<file path="src/rtl/nand_mux_tree_pipe.sv">
// nand_mux_tree_pipe: pipelined N-input, WIDTH-bit multiplexer built from
// registered radix-4 levels with valid/ready flow control on both sides.
//
// Ports:
//   clk, reset_n           - clock (rising edge), async active-low reset
//   in_valid/in_ready      - input handshake (in_ready is combinational from out_ready)
//   in_sel  [SEL_W]        - channel index to forward
//   in_data [N*WIDTH]      - channel k at bits [k*WIDTH +: WIDTH]
//   out_valid/out_ready    - output handshake
//   out_data [WIDTH]       - selected channel data
//   out_sel  [SEL_W]       - in_sel carried with the result
//   out_err                - out-of-range select flag
//   out_count [16]         - completed output transfers (wraps)
//
// Optional feature macro: NAND_MUX_SEL_CHECK_EN enables the out-of-range
// select check driving out_err; otherwise out_err is constant 0.
module nand_mux_tree_pipe #(
    parameter int unsigned WIDTH = 8,
    parameter int unsigned N     = 16,
    localparam int unsigned SEL_W  = (N <= 2) ? 1 : $clog2(N),
    localparam int unsigned STAGES = (SEL_W + 1) / 2
) (
    input  logic                 clk,
    input  logic                 reset_n,
    input  logic                 in_valid,
    output logic                 in_ready,
    input  logic [SEL_W-1:0]     in_sel,
    input  logic [N*WIDTH-1:0]   in_data,
    output logic                 out_valid,
    input  logic                 out_ready,
    output logic [WIDTH-1:0]     out_data,
    output logic [SEL_W-1:0]     out_sel,
    output logic                 out_err,
    output logic [15:0]          out_count
);

    localparam int unsigned NP    = 4 ** STAGES;
    localparam int unsigned CNT_W = 16;

    // Inputs padded to a full radix-4 tree; absent channels read as 0.
    logic [NP*WIDTH-1:0] w_in_pad;
    logic                w_in_err;

    assign w_in_pad = (NP*WIDTH)'(in_data);

`ifdef NAND_MUX_SEL_CHECK_EN
    // Out-of-range selects already land on zero padding; only the flag is needed.
    assign w_in_err = ({1'b0, in_sel} >= (SEL_W+1)'(N));
`else
    assign w_in_err = 1'b0;
`endif

    for (genvar k = 0; k < STAGES; k++) begin : g_stage
        localparam int unsigned OUT_CNT = 4 ** (STAGES - 1 - k);

        logic [4*OUT_CNT*WIDTH-1:0] w_src;
        logic [SEL_W-1:0]           w_src_sel;
        logic                       w_src_valid;
        logic                       w_src_err;
        logic [1:0]                 w_idx;
        logic [OUT_CNT*WIDTH-1:0]   w_red;
        logic                       w_ready;

        logic                       r_valid;
        logic                       r_err;
        logic [SEL_W-1:0]           r_sel;
        logic [OUT_CNT*WIDTH-1:0]   r_data;

        // Upstream source: primary inputs or the previous level's register.
        if (k == 0) begin : g_first
            assign w_src       = w_in_pad;
            assign w_src_sel   = in_sel;
            assign w_src_valid = in_valid;
            assign w_src_err   = w_in_err;
        end else begin : g_next
            assign w_src       = g_stage[k-1].r_data;
            assign w_src_sel   = g_stage[k-1].r_sel;
            assign w_src_valid = g_stage[k-1].r_valid;
            assign w_src_err   = g_stage[k-1].r_err;
        end

        // Ready ripples back from the output; an empty stage is always ready.
        if (k == STAGES - 1) begin : g_last
            assign w_ready = ~r_valid | out_ready;
        end else begin : g_mid
            assign w_ready = ~r_valid | g_stage[k+1].w_ready;
        end

        // Select bits [2k+1:2k]; missing upper bit reads 0 (radix-2 last level).
        assign w_idx = 2'(w_src_sel >> (2 * k));

        // Radix-4 reduction of each group of four.
        always_comb begin
            w_red = '0;
            for (int g = 0; g < int'(OUT_CNT); g++) begin
                case (w_idx)
                    2'd0:    w_red[g*WIDTH +: WIDTH] = w_src[(4*g+0)*WIDTH +: WIDTH];
                    2'd1:    w_red[g*WIDTH +: WIDTH] = w_src[(4*g+1)*WIDTH +: WIDTH];
                    2'd2:    w_red[g*WIDTH +: WIDTH] = w_src[(4*g+2)*WIDTH +: WIDTH];
                    default: w_red[g*WIDTH +: WIDTH] = w_src[(4*g+3)*WIDTH +: WIDTH];
                endcase
            end
        end

        // Stage register: holds everything while stalled, payload loads only with data.
        always_ff @(posedge clk or negedge reset_n) begin
            if (!reset_n) begin
                r_valid <= 1'b0;
                r_err   <= 1'b0;
                r_sel   <= '0;
                r_data  <= '0;
            end else if (w_ready) begin
                r_valid <= w_src_valid;
                if (w_src_valid) begin
                    r_err  <= w_src_err;
                    r_sel  <= w_src_sel;
                    r_data <= w_red;
                end
            end
        end
    end

    assign in_ready  = g_stage[0].w_ready;
    assign out_valid = g_stage[STAGES-1].r_valid;
    assign out_data  = g_stage[STAGES-1].r_data;
    assign out_sel   = g_stage[STAGES-1].r_sel;
    assign out_err   = g_stage[STAGES-1].r_err;

    // Completed output transfer counter, wraps naturally.
    logic [CNT_W-1:0] r_count;

    always_ff @(posedge clk or negedge reset_n) begin
        if (!reset_n) begin
            r_count <= '0;
        end else if (out_valid && out_ready) begin
            r_count <= r_count + CNT_W'(1);
        end
    end

    assign out_count = r_count;

endmodule

</file>
<file path="config.mk">
export PLATFORM = sky130hd
export DESIGN_NAME = nand_mux_tree_pipe
export DESIGN_NICKNAME = d
export VERILOG_FILES = /design/src/rtl/nand_mux_tree_pipe.sv
export SDC_FILE = /design/constraint.sdc
export NUM_CORES = 1
export LEC_CHECK = 0
export ABC_AREA = 0
export CORE_ASPECT_RATIO = 1.25
export CORE_MARGIN = 4
export CORE_UTILIZATION = 45
export DETAILED_ROUTE_END_ITERATION = 6
export MAX_ROUTING_LAYER = met4
export PLACE_DENSITY_LB_ADDON = 0.15
export SYNTH_ARGS = -nofsm -noshare
export SYNTH_HDL_FRONTEND = slang
export SYNTH_SLANG_ARGS = --single-unit
</file>
<file path="constraint.sdc">
create_clock -name clk -period 2.4 [get_ports clk]
set_clock_uncertainty 0.15 [all_clocks]
set_input_delay 0.48 -clock clk [delete_from_list [all_inputs] [get_ports clk]]
set_output_delay 0.48 -clock clk [all_outputs]
set_load 0.01 [all_outputs]
</file>
==> impl_results.md <==
- Max IR drop VDD: 0.534 mV
- Synth async-reset ratio: 1.00
- GR Util All Layers: 0.192
- Clock power share: 0.249
- Routed wire length: approximately 8500 um
- Largest family of logic cells by synthesized area: multiplexers
- Worst-path clk slew: 0.07 ns
- Drt pass-1 iters: 4
- Post-synth top area cell: dfrtp_1
- Most frequent cell after synthesis: dfrtp_1
- Initial antenna violation count: 0
- Total Power: ~3.6 mW
- Part of the power in registers: 0.434
- Max H-tree Level: 3
- Routed metal-1 wire length: 3130 um
- Total Negative Setup Slacks: 0 ns
- Hold-fix buffers, CTS: 0
- Max-cap viol count: 0
- Final Non-Filler Cells: approximately 480
- Crit path DAT: around 1.7 ns
- Setup CP Type: input pin to primary output
- Area grow syn2layout: 55.1%
- TritonCTS Buffers: 9
- Xor-xnor portion of the synthesized cell area: 0.0372
- Slew margin rel.: 0.588
- Root Driver: clkbuf_8
- HP Class: input pin to async pin
- Full die area: slightly above 0.009 mm2
- Post-CTS setup buffer count: 0
- Die Wd: approximately 87 um
- Drt initial violations: 120
- Top FF cell, synth: dfrtp_1
- Crit share post-route: 0.965
- Syn Inst Count: 217
- Worst Tran Pin Value: 0.617 ns
- Inserted Diodes: 0
- IO Count: about 170
- Endpoints failing hold: 0
- RSZ-0062 raised after global routing: no
- Register area share after synthesis: 0.467
- Initial Util: 0.469
- Syn Nets: 354
- Worst-Skew Late Latency: 0.32 ns
- Crit path launch type: input pin
- Metal2 WL: ~4600 um
- Number of synthesis warnings: 0
- R2R depth: 2
- Drc violations: 0
- Synth Area in Simple Gates: 0.0432
- Area after DPL: ~0.0053 mm2
- Synth Area per Inst: between 15 and 20 um2
- PortBufs: about 170
- Vias in the first global route: between 2000 and 3000
- DP HPWL: a little under 7000 um
- Comb pwr share: 0.317
- Crit Path Max Fanout: 3
- CP required: 1.77 ns
- Worst setup EP type: primary output
- Flop2flop setup slack: ~0.54 ns
- Post_cts resized: 0
- Status: finished, final reports clean
- CTS sink count: 66
- Clk buf depth: 2
- DR top layer: met4
- Fill count: between 500 and 600
- FF/Latch Area: approximately 0.0017 mm2
- Post-synth EDFFs: 0
- Adder-Cell Fraction of Synth Area: 0.00354
- Max Fclk: 0.432 GHz
- Multi-input gate area: ~0.0018 mm2
- Final setup vio count: 0
- Net switching power: roughly 0.96 mW
- Cell Rows: 35
- CTS tree: yes
- Flops & latches, synth: 66
- Reg-to-Reg Start: g_stage[0].r_sel[2]
- Compound-Gate Fraction of Synth Area: 0
- Die Ht: roughly 110 um
- Tmin final: approximately 2.3 ns
- Internal Power: about 2.6 mW
- Switch share: 0.267
- Unique cell type count in the Yosys netlist: 23
- Final RePlAce weighted congestion: roughly 0.8
- R2r endpoint: out_data[7]
- Via density per instance: 5.31
- List of most frequent post-synthesis cells: dfrtp_1 (66), mux2_2 (49), mux4_2 (40)
- Layout cells sized above 1: 0.297
- DR vias: 2567
- Largest net degree at the start of global routing: 37
- Post-route ant nets: 0
- Pwr dens: around 650 mW/mm2
- Synth top area share: 0.467
- First-pass GRT wire length: 13300 um
- WL met3: 679 um
- Synth area leaders: dfrtp_1 (47%), mux4_2 (25%), mux2_2 (16%), xnor2_1 (2.5%), buf_12 (1.7%)
- Multiplexer area fraction after synthesis: 0.411
- Overflow after GRT: 0
- Leakage power: about 2.2 nW
- Core box area: 0.00753 mm2
- Placed cell count: around 470
- Max-slew violations: 0
- Net count, final: 523
- Final Cell Area: roughly 0.0055 mm2
- Post-Synthesis Cell Area: approximately 0.0035 mm2
- WL/cell: 17.6 um
## worst max-delay path, stage by stage
cell,delay [ns]
clkdlybuf4s50_1,0.47
nand3b_1,0.17
clkdlybuf4s50_1,0.56
## per-stage QoR
stage               utilization  hold WS (ns)  setup slack [ns]
floorplan                     -        0.0344             0.632
global placement          0.702         0.312             0.102
detailed placement        0.702         0.331            0.0836
CTS                       0.728        0.0193            0.0785
global route              0.728        0.0395            0.0342
finish                    0.728       0.00908            0.0835
## how the worst max path moves through the flow
stage / end / start
after floorplan: g_stage[0].r_data[15] / in_sel[0]
after global placement: in_ready / out_ready
after detailed placement: in_ready / out_ready
after CTS: in_ready / out_ready
after global routing: in_ready / out_ready
final: in_ready / out_ready
## sequential cells by signal, indices dropped and copies added (netlist names)
| signal | count |
|---|---|
| out_data | 8 |
| out_valid | 1 |
| g_stage.r_data | 32 |
| out_count | 16 |
| out_sel | 4 |
| g_stage.r_valid | 1 |
| g_stage.r_sel | 4 |
## power groups by stage
stage          clock network, mW  registers [mW]  logic (mW)
4_1_cts                    0.920            1.56        1.16
2_1_floorplan                  0            1.57       0.514
3_5_place_dp                   0            1.58        1.16
5_1_grt                    0.973            1.59        1.22
3_3_place_gp                   0            1.56        1.13
6_report                   0.893            1.55        1.14
## layer usage
| metal | up-vias | GRT usage |
|---|---|---|
| met5 | - | - |
| met4 | 0 | 0.0603 |
| met3 | 8 | 0.0377 |
| met2 | 118 | 0.324 |
| met1 | 1261 | 0.231 |
| li1 | 1180 | - |
## area by class of cell
cell class,instances,share of cell area
multi-input combinational,135,0.320
timing repair buffer,173,0.322
inverter,1,0.000685
clock buffer,9,0.0226
clock inverter,7,0.0128
tap,92,0.0210
sequential,66,0.301
## cell families after synthesis
| group | Yosys count |
|---|---|
| xor gates and xnor gates | 15 |
| muxes | 89 |
| adders and majority gates | 1 |
| other | 1 |
| and+or+nand+nor | 29 |
| DFF | 66 |
| buffers and inverters | 16 |
## cells in the final DEF, fill, tap and decap left out, types with 2 or more instances in the layout
cell and instances:
clkinvlp_4 4, clkdlybuf4s50_1 163, nand2_1 5, mux2_2 49
nand4_1 4, buf_2 2, buf_4 3, nor2_1 5
clkbuf_8 9, mux4_2 40, nand2b_1 3, xnor2_1 10
clkinv_2 2, and3_1 2, xor2_1 5, nand3_1 6
buf_12 5, dfrtp_1 66
Note: power is estimated with default switching activity, not from simulation.
